File: config.mk
export PLATFORM = sky130hd
export DESIGN_NAME = entrada_time_keypad_loader_flat
export DESIGN_NICKNAME = d
export VERILOG_FILES = /design/src/rtl/timer_pkg.sv /design/src/rtl/entrada_time_keypad_loader_if.sv /design/src/rtl/timebase_div.sv /design/src/rtl/entrada_time_keypad_loader.sv /design/src/flat_wrapper.sv
export SDC_FILE = /design/constraint.sdc
export NUM_CORES = 1
export LEC_CHECK = 0
export CORE_MARGIN = 3
export CORE_UTILIZATION = 46
export CTS_CLUSTER_SIZE = 25
export DETAILED_ROUTE_END_ITERATION = 8
export PLACE_DENSITY = 0.83
export SLEW_MARGIN = 10
export SYNTH_ARGS = -nofsm -noshare
export SYNTH_HDL_FRONTEND = slang
export SYNTH_SLANG_ARGS = --single-unit
File: constraint.sdc
create_clock -name clk -period 2.15 [get_ports clk]
set_input_delay 0.645 -clock clk [delete_from_list [all_inputs] [get_ports clk]]
set_output_delay 0.645 -clock clk [all_outputs]
set_load 0.05 [all_outputs]
File: src/rtl/timer_pkg.sv
// Shared widths and keypad encoder for the timer front end.
package timer_pkg;

    localparam int unsigned KEY_W   = 10;
    localparam int unsigned DIGIT_W = 4;

    // Highest set key index wins; all-zero input encodes to 0.
    function automatic logic [DIGIT_W-1:0] encode_key(input logic [KEY_W-1:0] key);
        logic [DIGIT_W-1:0] code;
        code = '0;
        for (int i = 0; i < KEY_W; i++) begin
            if (key[i]) code = DIGIT_W'(i);
        end
        return code;
    endfunction

endpackage

File: src/rtl/entrada_time_keypad_loader_if.sv
// Keypad-in / digit-load-out bundle between the keypad source and the time-entry loader.
interface entrada_time_keypad_loader_if;
    import timer_pkg::*;

    logic [KEY_W-1:0]   keypad;
    logic               enablen;
    logic [DIGIT_W-1:0] D;
    logic               loadn;
    logic               pgt_1Hz;

    modport master (output keypad, enablen, input D, loadn, pgt_1Hz);
    modport slave  (input keypad, enablen, output D, loadn, pgt_1Hz);

endinterface

File: src/rtl/timebase_div.sv
// Divides clk into a 50% duty square wave with a period of CLK_DIV cycles.
module timebase_div #(
    parameter int unsigned CLK_DIV = 100
) (
    input  logic clk,
    input  logic reset,
    output logic tick_sq
);

    localparam int unsigned HALF  = CLK_DIV / 2;
    localparam int unsigned CNT_W = (HALF > 1) ? $clog2(HALF) : 1;

    logic [CNT_W-1:0] count;

    always_ff @(posedge clk) begin
        if (reset) begin
            count   <= '0;
            tick_sq <= 1'b0;
        end else if (count == CNT_W'(HALF - 1)) begin
            count   <= '0;
            tick_sq <= ~tick_sq;
        end else begin
            count <= count + CNT_W'(1);
        end
    end

endmodule

File: src/rtl/entrada_time_keypad_loader.sv
// Debounces the 10-key keypad, encodes it to BCD and strobes loadn once per new key;
// also hosts the 1 Hz timebase divider.
module entrada_time_keypad_loader
    import timer_pkg::*;
#(
    parameter int unsigned CLK_DIV  = 100,
    parameter int unsigned DEBOUNCE = 4
) (
    input  logic                         clk,
    input  logic                         reset,
    entrada_time_keypad_loader_if.slave  bus
);

    localparam int unsigned CNT_W = (DEBOUNCE > 1) ? $clog2(DEBOUNCE) : 1;

    logic [KEY_W-1:0]   kp_q;
    logic [KEY_W-1:0]   accepted;
    logic [CNT_W-1:0]   stable_cnt;
    logic               load_req;
    logic [DIGIT_W-1:0] digit;
    logic               strobe_n;
    logic               pgt_q;

    logic               same_c;
    logic               accept_c;
    int unsigned        run_len_c;

    // run_len_c counts this edge's sample plus the identical samples before it.
    always_comb begin
        same_c    = (bus.keypad == kp_q);
        run_len_c = same_c ? (32'(stable_cnt) + 32'd2) : 32'd1;
        accept_c  = (run_len_c >= DEBOUNCE) && (bus.keypad != accepted);
    end

    always_ff @(posedge clk) begin
        if (reset) begin
            kp_q       <= '0;
            stable_cnt <= '0;
            accepted   <= '0;
            load_req   <= 1'b0;
            digit      <= '0;
            strobe_n   <= 1'b1;
        end else begin
            kp_q <= bus.keypad;

            if (!same_c) begin
                stable_cnt <= '0;
            end else if (stable_cnt != CNT_W'(DEBOUNCE - 1)) begin
                stable_cnt <= stable_cnt + CNT_W'(1);
            end

            if (accept_c) accepted <= bus.keypad;

            // Releases and keys accepted while disabled update tracking but never load.
            load_req <= accept_c && (bus.keypad != '0) && !bus.enablen;
            strobe_n <= ~load_req;
            if (load_req) digit <= encode_key(accepted);
        end
    end

    timebase_div #(.CLK_DIV(CLK_DIV)) u_timebase_div (
        .clk     (clk),
        .reset   (reset),
        .tick_sq (pgt_q)
    );

    assign bus.D       = digit;
    assign bus.loadn   = strobe_n;
    assign bus.pgt_1Hz = pgt_q;

endmodule

File: src/flat_wrapper.sv
// flat-port wrapper written by rule: the top's interface ports become plain ports
module entrada_time_keypad_loader_flat import timer_pkg::*;
#(
    parameter int unsigned CLK_DIV  = 100,
    parameter int unsigned DEBOUNCE = 4
)
  (clk, reset, bus_keypad, bus_enablen, bus_D, bus_loadn, bus_pgt_1Hz);
  entrada_time_keypad_loader_if bus_i ();
  input  logic clk;
  input  logic reset;
  input wire logic [$bits(bus_i.keypad)-1:0] bus_keypad;
  input wire logic [$bits(bus_i.enablen)-1:0] bus_enablen;
  output wire logic [$bits(bus_i.D)-1:0] bus_D;
  output wire logic [$bits(bus_i.loadn)-1:0] bus_loadn;
  output wire logic [$bits(bus_i.pgt_1Hz)-1:0] bus_pgt_1Hz;
  assign bus_i.keypad = bus_keypad;
  assign bus_i.enablen = bus_enablen;
  assign bus_D = bus_i.D;
  assign bus_loadn = bus_i.loadn;
  assign bus_pgt_1Hz = bus_i.pgt_1Hz;
  entrada_time_keypad_loader #(.CLK_DIV(CLK_DIV), .DEBOUNCE(DEBOUNCE)) u_core (.clk(clk), .reset(reset), .bus(bus_i));
endmodule
# Word-level counts from Yosys, hierarchy flattened
# Index checks and enable logic that the tools add are counted.
# op_classes
addsub	3
reduce_logical	7
muxes	10
order_cmp	1
n_eq_ne	4
bitwise	3
# ops
operator	count
$ge A32 B3 Y1 const B	1
$mux W32	1
$mux W3	4
$eq A10 B10 Y1	1
$ne A10 B10 Y1	1
$reduce_bool A10 Y1	1
$mux W4	2
$add A6 B1 Y6 const B	1
$eq A6 B6 Y1 const B	1
$mux W2	2
$reduce_or A2 Y1	2
$add A2 B2 Y3 const B	1
$logic_and A1 B1 Y1	3
$not A1 Y1	3
$add A2 B1 Y2 const B	1
$ne A2 B2 Y1 const B	1
$logic_not A1 Y1	1
$mux W1	1
# word_totals
output_inout_bits	6
in_bits	13
regBits	35

# Longest topological paths before layout
# Gate-level depths: netlist of run 1.
# logic_depth
depth_word	9
ltp_mapped	5
ltp_nobuf	5

# Hierarchy
# Synthesis of run 1 repeated with hierarchy kept, for this count alone.
# hier_totals
hier_cells	148
hier_area_um2	1579.0
# by_module_without_submodules
mod	cells_per_inst	area_each_um2	seq_area_each_um2	instances
entrada_time_keypad_loader	119	1278.7	560.5	1
timebase_div	29	300.3	140.1	1

# Worst setup path after synthesis of run 1
# Ideal clock, no wire load.
# synth_timing
kind	input to register
start	in bus_keypad[5]
end	reg u_core.accepted[0]
slack_ns	-0.073
arrival_time_ns	2.102
required_ns	2.029
setup_time_ns	0.121
path_stages	5
path_cell_list	xor2_1 > nor4_1 > nand3_1 > nor4_4 > mux2_2
# synth_between
elab_chain_len	4
# synth_rtl
element	line	source
start, declared	flat_wrapper.sv:11	input wire logic [$bits(bus_i.keypad)-1:0] bus_keypad;
$eq A10 B10 Y1	entrada_time_keypad_loader.sv:30	same_c = (bus.keypad == kp_q);
$mux W32	entrada_time_keypad_loader.sv:31	run_len_c = same_c ? (32'(stable_cnt) + 32'd2) : 32'd1;
$ge A32 B3 Y1	entrada_time_keypad_loader.sv:32	accept_c = (run_len_c >= DEBOUNCE) && (bus.keypad != accepted);
$logic_and A1 B1 Y1 *	entrada_time_keypad_loader.sv:32	
end signal, assigned	entrada_time_keypad_loader.sv:52	if (accept_c) accepted <= bus.keypad;
end, declared	entrada_time_keypad_loader.sv:17	logic [KEY_W-1:0] accepted;
# Mark *: on every way between the ends. The rest lies on a longest branch, timed or not.
# A chain may end at the register's enable or synchronous reset.

# Worst setup path after layout of run 1
# layout_timing
start	reg u_core.strobe_n (netlist: u_core.bus.loadn)
end	out bus_loadn
# layout_lines
element	line	source
start, declared	entrada_time_keypad_loader.sv:21	logic strobe_n;
start signal, assigned	entrada_time_keypad_loader.sv:56	strobe_n <= ~load_req;
end, declared	flat_wrapper.sv:14	output wire logic [$bits(bus_i.loadn)-1:0] bus_loadn;
# No word-level cell between the ends.

==> qor.yml, run 1 <==
worstSetupPathType: "reg -> out"
crit_chain: "clkdlybuf4s50_1"
final.setup.tns_ns: 0
ctsLongestPathBuffers: 2
async_reset_ff_frac: 0
die-width_um: 63.3
dr_total_vias: 1134
met1_usage: 0.192
slowest_delay_ns: 0.79
drc: 0
finalHoldViolCount: 0
synth_top_cell_area_share: 0.463
maxCapViolCount: 0
critical_path.top_delay_family: "buffers and inverters"
grt_max_degree: 28
hold_depth: 2
ios: 19
path_buf_inv: 1
portBuffers: 18
critPathLaunchType: "flop"
finalInstanceArea_mm2: 0.00188
grt.overflow.total: 0
hp-class: "reg -> reg"
num_rows: 20
fmax_mhz: 480
diodes: 0
dp_slack_ns: -0.547
synth_commonest_cells: "35 x dfxtp_1, 19 x nor2b_1, 17 x nor2_1"
yosys_warnings: 0
crit_slowest_cell: "clkdlybuf4s50_1"
ir_drop_mv: 0.405
grt_usage: 0.169
place_area_mm2: 0.00183
cts_buffers: 5
clock_skew_ns: 0.00503
clock_sinks: 35
path_max_fanout: 1
use_met3: 0.0481
synth_area_leaders: "dfxtp_1 46%, xnor2_1 9.3%, nor2b_1 7.9%"
worstHoldStart: "u_core.bus.D[2]$_SDFFE_PP0P_"
multiInputGateArea_um2: 788
busiest_layer: "met2"
ctsHoldBuffers: 0
crit-reg2reg-capture: "u_core.accepted[3]$_SDFFE_PP0P_"
period_needed_ns: 2.08
cts_tree: "done"
clkLatencyLatePin_ns: 0.34
cts-root-buf: "clkbuf_4"
ys_seq_area_frac: 0.463
core_mm2: 0.00310
ys.flop_type: "dfxtp_1"
drtIter0Drc: 35
synth_edf_count: 0
r2r-start: "u_core.accepted[4]$_SDFFE_PP0P_"
cp-end-kind: "output pin"
first_global_vias: 1186
wl_mm: 3.02
ys_types: 25
syn-num-nets: 166
fp.dieH_um: 63.3
relSlewSlack: 0.666
post-cts-setup-buffers: 0
place.gp.congestion: 0.916
routedWlPerCell_um: 13.3
register_area_um2: 701
htreeDepth: 2
antenna_found_initial: 0
crit_required_ns: 1.50
grt_pass1_wl_mm: 5.22
drive_above_1_share: 0.169
yosys_register_bits: 35
synth_top_cell_by_area: "dfxtp_1"
initial_core_util: 0.488
syn2layout_area_growth_pct: 24.4
first_pass_iters: 4
crit_arrival_ns: 1.44
max_slew.worst_pin.slew_ns: 0.500
ant_nets: 0
fin_crit_sh: 0.968
clkTransAtPathRegs_ns: 0.09
syn_inst: 150
fin_nets: 200
synth_area_mm2: 0.00151
fin_ws_ns: 0.0688
min_to: "u_core.bus.D[2]$_SDFFE_PP0P_"
via_per_inst: 5.00
status: "finished clean"
die-area_mm2: 0.00401
n_fill_cell: 280
pwr_density_cell_mw_per_mm2: 581
power.leakage_nw: 0.807
met2_usage: 0.278
synth_area_per_cell_um2: 10.1
r2r_cells: 7
ff2ff_setup_slack_ns: 0.41
post-dp-hpwl_mm: 2.23
yosysMostFrequentCell: "dfxtp_1"
grt_setup_unrepaired: "false"
setup_violations: 0
slew_violations: 0
## area by class of cell
type | instances | area share
multi-input combinational | 107 | 0.419
tap | 44 | 0.0293
timing repair buffer | 31 | 0.150
clock buffer | 6 | 0.0219
sequential | 35 | 0.372
inverter | 4 | 0.00798
## kinds of logic (layout without fill, tap and decap cells)
group,Yosys count,after routing,share of synthesized area
AND/OR/NAND/NOR,58,58,0.218
flip-flops,35,35,0.463
XOR/XNOR,26,26,0.151
multiplexers,11,11,0.0811
AO/OA/AOI/OAI,9,9,0.0422
buffers and inverters,8,41,0.0198
adder cells (fa/ha/maj),3,3,0.0248
## worst register-to-register path: cells and delay by family, from the launching register on
kind	cells	cell delay, ns
flip-flops	1	0.42
XOR/XNOR	1	0.10
multiplexers	1	0.34
buffers and inverters	2	0.35
AND/OR/NAND/NOR	3	0.42
## metrics by stage
stage               power, W  std cells  hold slack [ns]   util
floorplan           0.000735        150            0.429      -
global placement    0.000788        221            0.440  0.590
detailed placement  0.000793        221            0.468  0.590
CTS                  0.00111        227            0.481  0.600
global route         0.00114        227            0.513  0.606
finish               0.00109        227            0.483  0.606
## routing by layer
layer / wire [um] / vias to the layer above / share of wire
li1: - / 570 / -
met1: 1350 / 530 / 0.45
met2: 1450 / 24 / 0.48
met3: 127 / 10 / 0.042
met4: 90 / 0 / 0.030
met5: 0 / - / 0
## flip-flops by register name (all words and copies together), names as in the netlist
| name | count |
|---|---|
| u_core.accepted | 10 |
| u_core.u_timebase_div.tick_sq | 1 |
| u_core.stable_cnt | 2 |
| u_core.load_req | 1 |
| u_core.bus.loadn | 1 |
| u_core.kp_q | 10 |
| u_core.bus.D | 4 |
| u_core.u_timebase_div.count | 6 |
## repair_timing
item / in CTS / in global routing
pin swaps: 3 / 0
endpoints found under the setup margin: 14 / 13
gates resized for setup: 9 / 7
## layout by cell type, fill, tap and decap left out, drive strengths merged, types with 2 or more instances in the layout
cell / instances
a21oi: 3
buf: 13
clkbuf: 6
clkdlybuf4s50: 3
dfxtp: 35
dlygate4sd2: 9
dlymetal6s2s: 6
ha: 3
inv: 4
mux2: 10
nand2b: 4
nand3: 4
nand4: 4
nor2: 17
nor2b: 19
nor4: 6
o21bai: 2
xnor2: 16
xor2: 10
## worst max-delay path by stage
stage,startpoint,to,cells past startpoint
after global routing,bus_keypad[1],u_core.accepted[6]$_SDFFE_PP0P_,9
final,u_core.bus.loadn$_SDFF_PP1_,bus_loadn,1
after floorplan,bus_keypad[5],u_core.accepted[0]$_SDFFE_PP0P_,5
after global placement,bus_keypad[5],u_core.accepted[5]$_SDFFE_PP0P_,7
after CTS,bus_keypad[7],u_core.accepted[3]$_SDFFE_PP0P_,8
after detailed placement,bus_keypad[5],u_core.accepted[3]$_SDFFE_PP0P_,7
## report_power, final
group | switching (W) | internal [W]
clock network | 0.000202 | 0.000116
registers | 0.00000864 | 0.000663
logic | 0.0000503 | 0.0000539
No activity file was read; power rests on OpenSTA's default activity.
==> run 2: changes to the inputs <==
--- a/config.mk
+++ b/config.mk
@@ -9,6 +9,7 @@
 export CORE_UTILIZATION = 46
 export CTS_CLUSTER_SIZE = 25
 export DETAILED_ROUTE_END_ITERATION = 8
+export MAX_ROUTING_LAYER = met4
 export PLACE_DENSITY = 0.83
 export SLEW_MARGIN = 10
 export SYNTH_ARGS = -nofsm -noshare
==> constraint.sdc (replaced) <==
create_clock -name clk -period 1.75 [get_ports clk]
set_input_delay 0.525 -clock clk [delete_from_list [all_inputs] [get_ports clk]]
set_output_delay 0.525 -clock clk [all_outputs]
set_load 0.05 [all_outputs]
==> run 2 against run 1 <==
The flow now finishes with violations (setup timing). First-iteration DRC count decreased by 5.7%. Total power increased by 29%. Critical endpoint is now u_core.accepted[7]$_SDFFE_PP0P_. Clock power up 44%. Non-clock buffer count fell by 1. Global-route usage is 0.19 points higher. Clock skew rose by 0.00070 ns. Via count increased by 1.4%. Critical path depth increased by 7. Highest routed layer unchanged. Design area is 4.0% higher. Count of clock-buffer cells in the layout unchanged.
==> qor.yml, run 2 (synthesized netlist as in run 1, its figures left out) <==
max_slew.worst_pin.slew_ns: 0.334  # was 0.500 ns
ctsLongestPathBuffers: 2  # unchanged
cpMostUsedCell: "nor4_4"
cts_tree: "done"  # unchanged
die-area_mm2: 0.00401  # unchanged
hp-class: "reg -> reg"  # unchanged
min_to: "u_core.u_timebase_div.count[0]$_SDFF_PP0_"  # was u_core.bus.D[2]$_SDFFE_PP0P_
slew_violations: 0  # unchanged
drive_above_1_share: 0.224  # was 0.169
power.leakage_nw: 0.762  # was 0.807 nW
post-dp-hpwl_mm: 2.19  # was 2.23 mm
clkTransAtPathRegs_ns: 0.10  # was 0.09 ns
routed.top_layer: "met4"  # unchanged
wirelength_met1_mm: 1.42  # was 1.35 mm
initial_core_util: 0.488  # unchanged
fin_nets: 199  # was 200
grt_usage: 0.171  # was 0.169
crit-reg2reg-capture: "u_core.accepted[7]$_SDFFE_PP0P_"  # was u_core.accepted[3]$_SDFFE_PP0P_
cp.depth: 8  # was 1
cp-end-kind: "flop"  # was output pin
die-width_um: 63.3  # unchanged
r2r_cells: 6  # was 7
antenna_found_initial: 0  # unchanged
first_global_vias: 1181  # was 1186
diodes: 0  # unchanged
drtIter0Drc: 33  # was 35
drc: 0  # unchanged
clkLatencyLatePin_ns: 0.34  # about the same
relSlewSlack: 0.775  # was 0.666
grt_pass1_wl_mm: 5.18  # was 5.22 mm
htreeDepth: 2  # unchanged
finalInstanceArea_mm2: 0.00196  # was 0.00188 mm2
first_pass_iters: 4  # unchanged
path_max_fanout: 4  # was 1
via_per_inst: 5.07  # was 5.00
critical_path.top_delay_family: "simple AND/OR/NAND/NOR gates"  # was buffers and inverters
crit_arrival_ns: 2.08  # was 1.44 ns
cts-root-buf: "clkbuf_4"  # unchanged
final_util: 0.631  # was 0.606
violations: "setup timing"
ff2ff_setup_slack_ns: -0.03  # was 0.41 ns
ios: 19  # unchanged
pwr_density_cell_mw_per_mm2: 720  # was 581 mW/mm2
cts_buffers: 5  # unchanged
portBuffers: 18  # unchanged
worstSetupPathType: "in -> reg"  # was reg -> out
fmax_mhz: 544
crit_chain: "clkdlybuf4s15_1 -> buf_6 -> xnor2_1 -> nand4_1 -> nor4_4 -> nor4_4 -> buf_4 -> mux2_4"  # was clkdlybuf4s50_1
hold_depth: 1  # was 2
wl_mm: 3.13  # was 3.02 mm
critPathLaunchType: "input pin"  # was flop
wl_met2_mm: 1.50  # was 1.45 mm
finalHoldViolCount: 0  # unchanged
num_rows: 20  # unchanged
finalNonFillerCells: 227  # unchanged
ant_nets: 0  # unchanged
syn2layout_area_growth_pct: 29.4  # was 24.4%
grt.overflow.total: 0  # unchanged
fin_ws_ns: -0.0879  # was 0.0688 ns
ir_drop_mv: 0.508  # was 0.405 mV
period_needed_ns: 1.84
place.gp.congestion: 0.927  # was 0.916
maxCapViolCount: 0  # unchanged
slowest_delay_ns: 0.34  # was 0.79 ns
status: "complete, but fails checks"  # was finished clean
fp.dieH_um: 63.3  # unchanged
place_inst: 221  # unchanged
fin_crit_sh: 1.05
layout.cells.most_common: "dfxtp_1"  # unchanged
dr_wl_met3_um: 130  # was 127 um
reg.largest.list: "u_core.accepted (10), u_core.kp_q (10), u_core.u_timebase_div.count (6)"  # unchanged
worstHoldStart: "u_core.u_timebase_div.count[0]$_SDFF_PP0_"  # was u_core.bus.D[2]$_SDFFE_PP0P_
dr_total_vias: 1150  # was 1134
grt_max_degree: 28  # unchanged
routedWlPerCell_um: 13.8  # was 13.3 um
layout_common_cells: "35 x dfxtp_1, 19 x nor2b_1, 17 x nor2_1"  # unchanged
clock_skew_ns: 0.00572  # was 0.00503 ns
grt_setup_unrepaired: "true"  # was false
path_buf_inv: 3  # was 1
clock_sinks: 35  # unchanged
crit_required_ns: 1.99  # was 1.50 ns
core_mm2: 0.00310  # unchanged
r2r-start: "u_core.accepted[6]$_SDFFE_PP0P_"  # was u_core.accepted[4]$_SDFFE_PP0P_
place_area_mm2: 0.00188  # was 0.00183 mm2
crit_slowest_cell: "nor4_4"  # was clkdlybuf4s50_1
setup_violations: 11  # was 0
-- run 2: cell types whose count changed in the layout (fill, tap and decap cells not counted), sizes merged --
cell	delta
dlymetal6s2s	-6
clkdlybuf4s15	+1
clkdlybuf4s50	-1
clkinv	+1
dlygate4sd2	-3
buf	+8
-- run 2: worst max-delay path by stage --
| stage | from | slack [ns] | endpoint |
|---|---|---|---|
| after global routing | u_core.kp_q[3]$_SDFF_PP0_ | -0.14 | u_core.accepted[7]$_SDFFE_PP0P_ |
| after detailed placement | bus_keypad[5] | -0.79 | u_core.accepted[2]$_SDFFE_PP0P_ |
| after global placement | bus_keypad[5] | -0.74 | u_core.accepted[5]$_SDFFE_PP0P_ |
| after CTS | u_core.kp_q[3]$_SDFF_PP0_ | -0.01 | u_core.accepted[4]$_SDFFE_PP0P_ |
| after floorplan | bus_keypad[5] | -0.35 | u_core.accepted[0]$_SDFFE_PP0P_ |
| final | bus_keypad[5] | -0.09 | u_core.accepted[7]$_SDFFE_PP0P_ |
-- run 2: routing by layer --
metal	track usage	vias up
met1	0.186	546
met5	-	-
li1	-	570
met2	0.278	24
met4	0.0889	0
met3	0.0553	10
-- run 2: layout make-up --
class	instances	area [um2]
fill	267	1150
multi-input combinational	107	823
sequential	35	701
timing repair buffer	30	307
tap	44	55.1
clock buffer	6	51.3
inverter	4	15.0
clock inverter	1	5.00
-- run 2: stage by stage --
stage          total power [W]  setup slack, ns  hold WS (ns)  setup TNS [ns]
2_1_floorplan         0.000903           -0.353         0.429           -3.56
3_3_place_gp          0.000965           -0.736         0.440           -9.09
3_5_place_dp          0.000970           -0.793         0.485           -9.63
4_1_cts                0.00142          -0.0136         0.503         -0.0557
5_1_grt                0.00146           -0.138         0.531           -1.28
6_report               0.00141          -0.0879         0.496          -0.544
-- run 2: timing repair --
item	CTS	global route
resized for setup	32	0
hold buffers	0	0
pin swaps	7	2
buffers inserted	0	0
setup endpoints to repair	13	13
-- run 2: power by group --
group | switching (W) | internal [W]
Sequential | 0.0000106 | 0.000814
Combinational | 0.0000617 | 0.0000635
Clock | 0.000272 | 0.000186
Total | 0.000344 | 0.00106
-- run 2: worst register-to-register path: cells and delay by family, from the launching register on --
| kind | cells | cell delay (ns) |
|---|---|---|
| simple gates | 3 | 0.63 |
| xor+xnor | 1 | 0.15 |
| buf+inv | 1 | 0.18 |
| mux | 1 | 0.30 |
| flops | 1 | 0.42 |
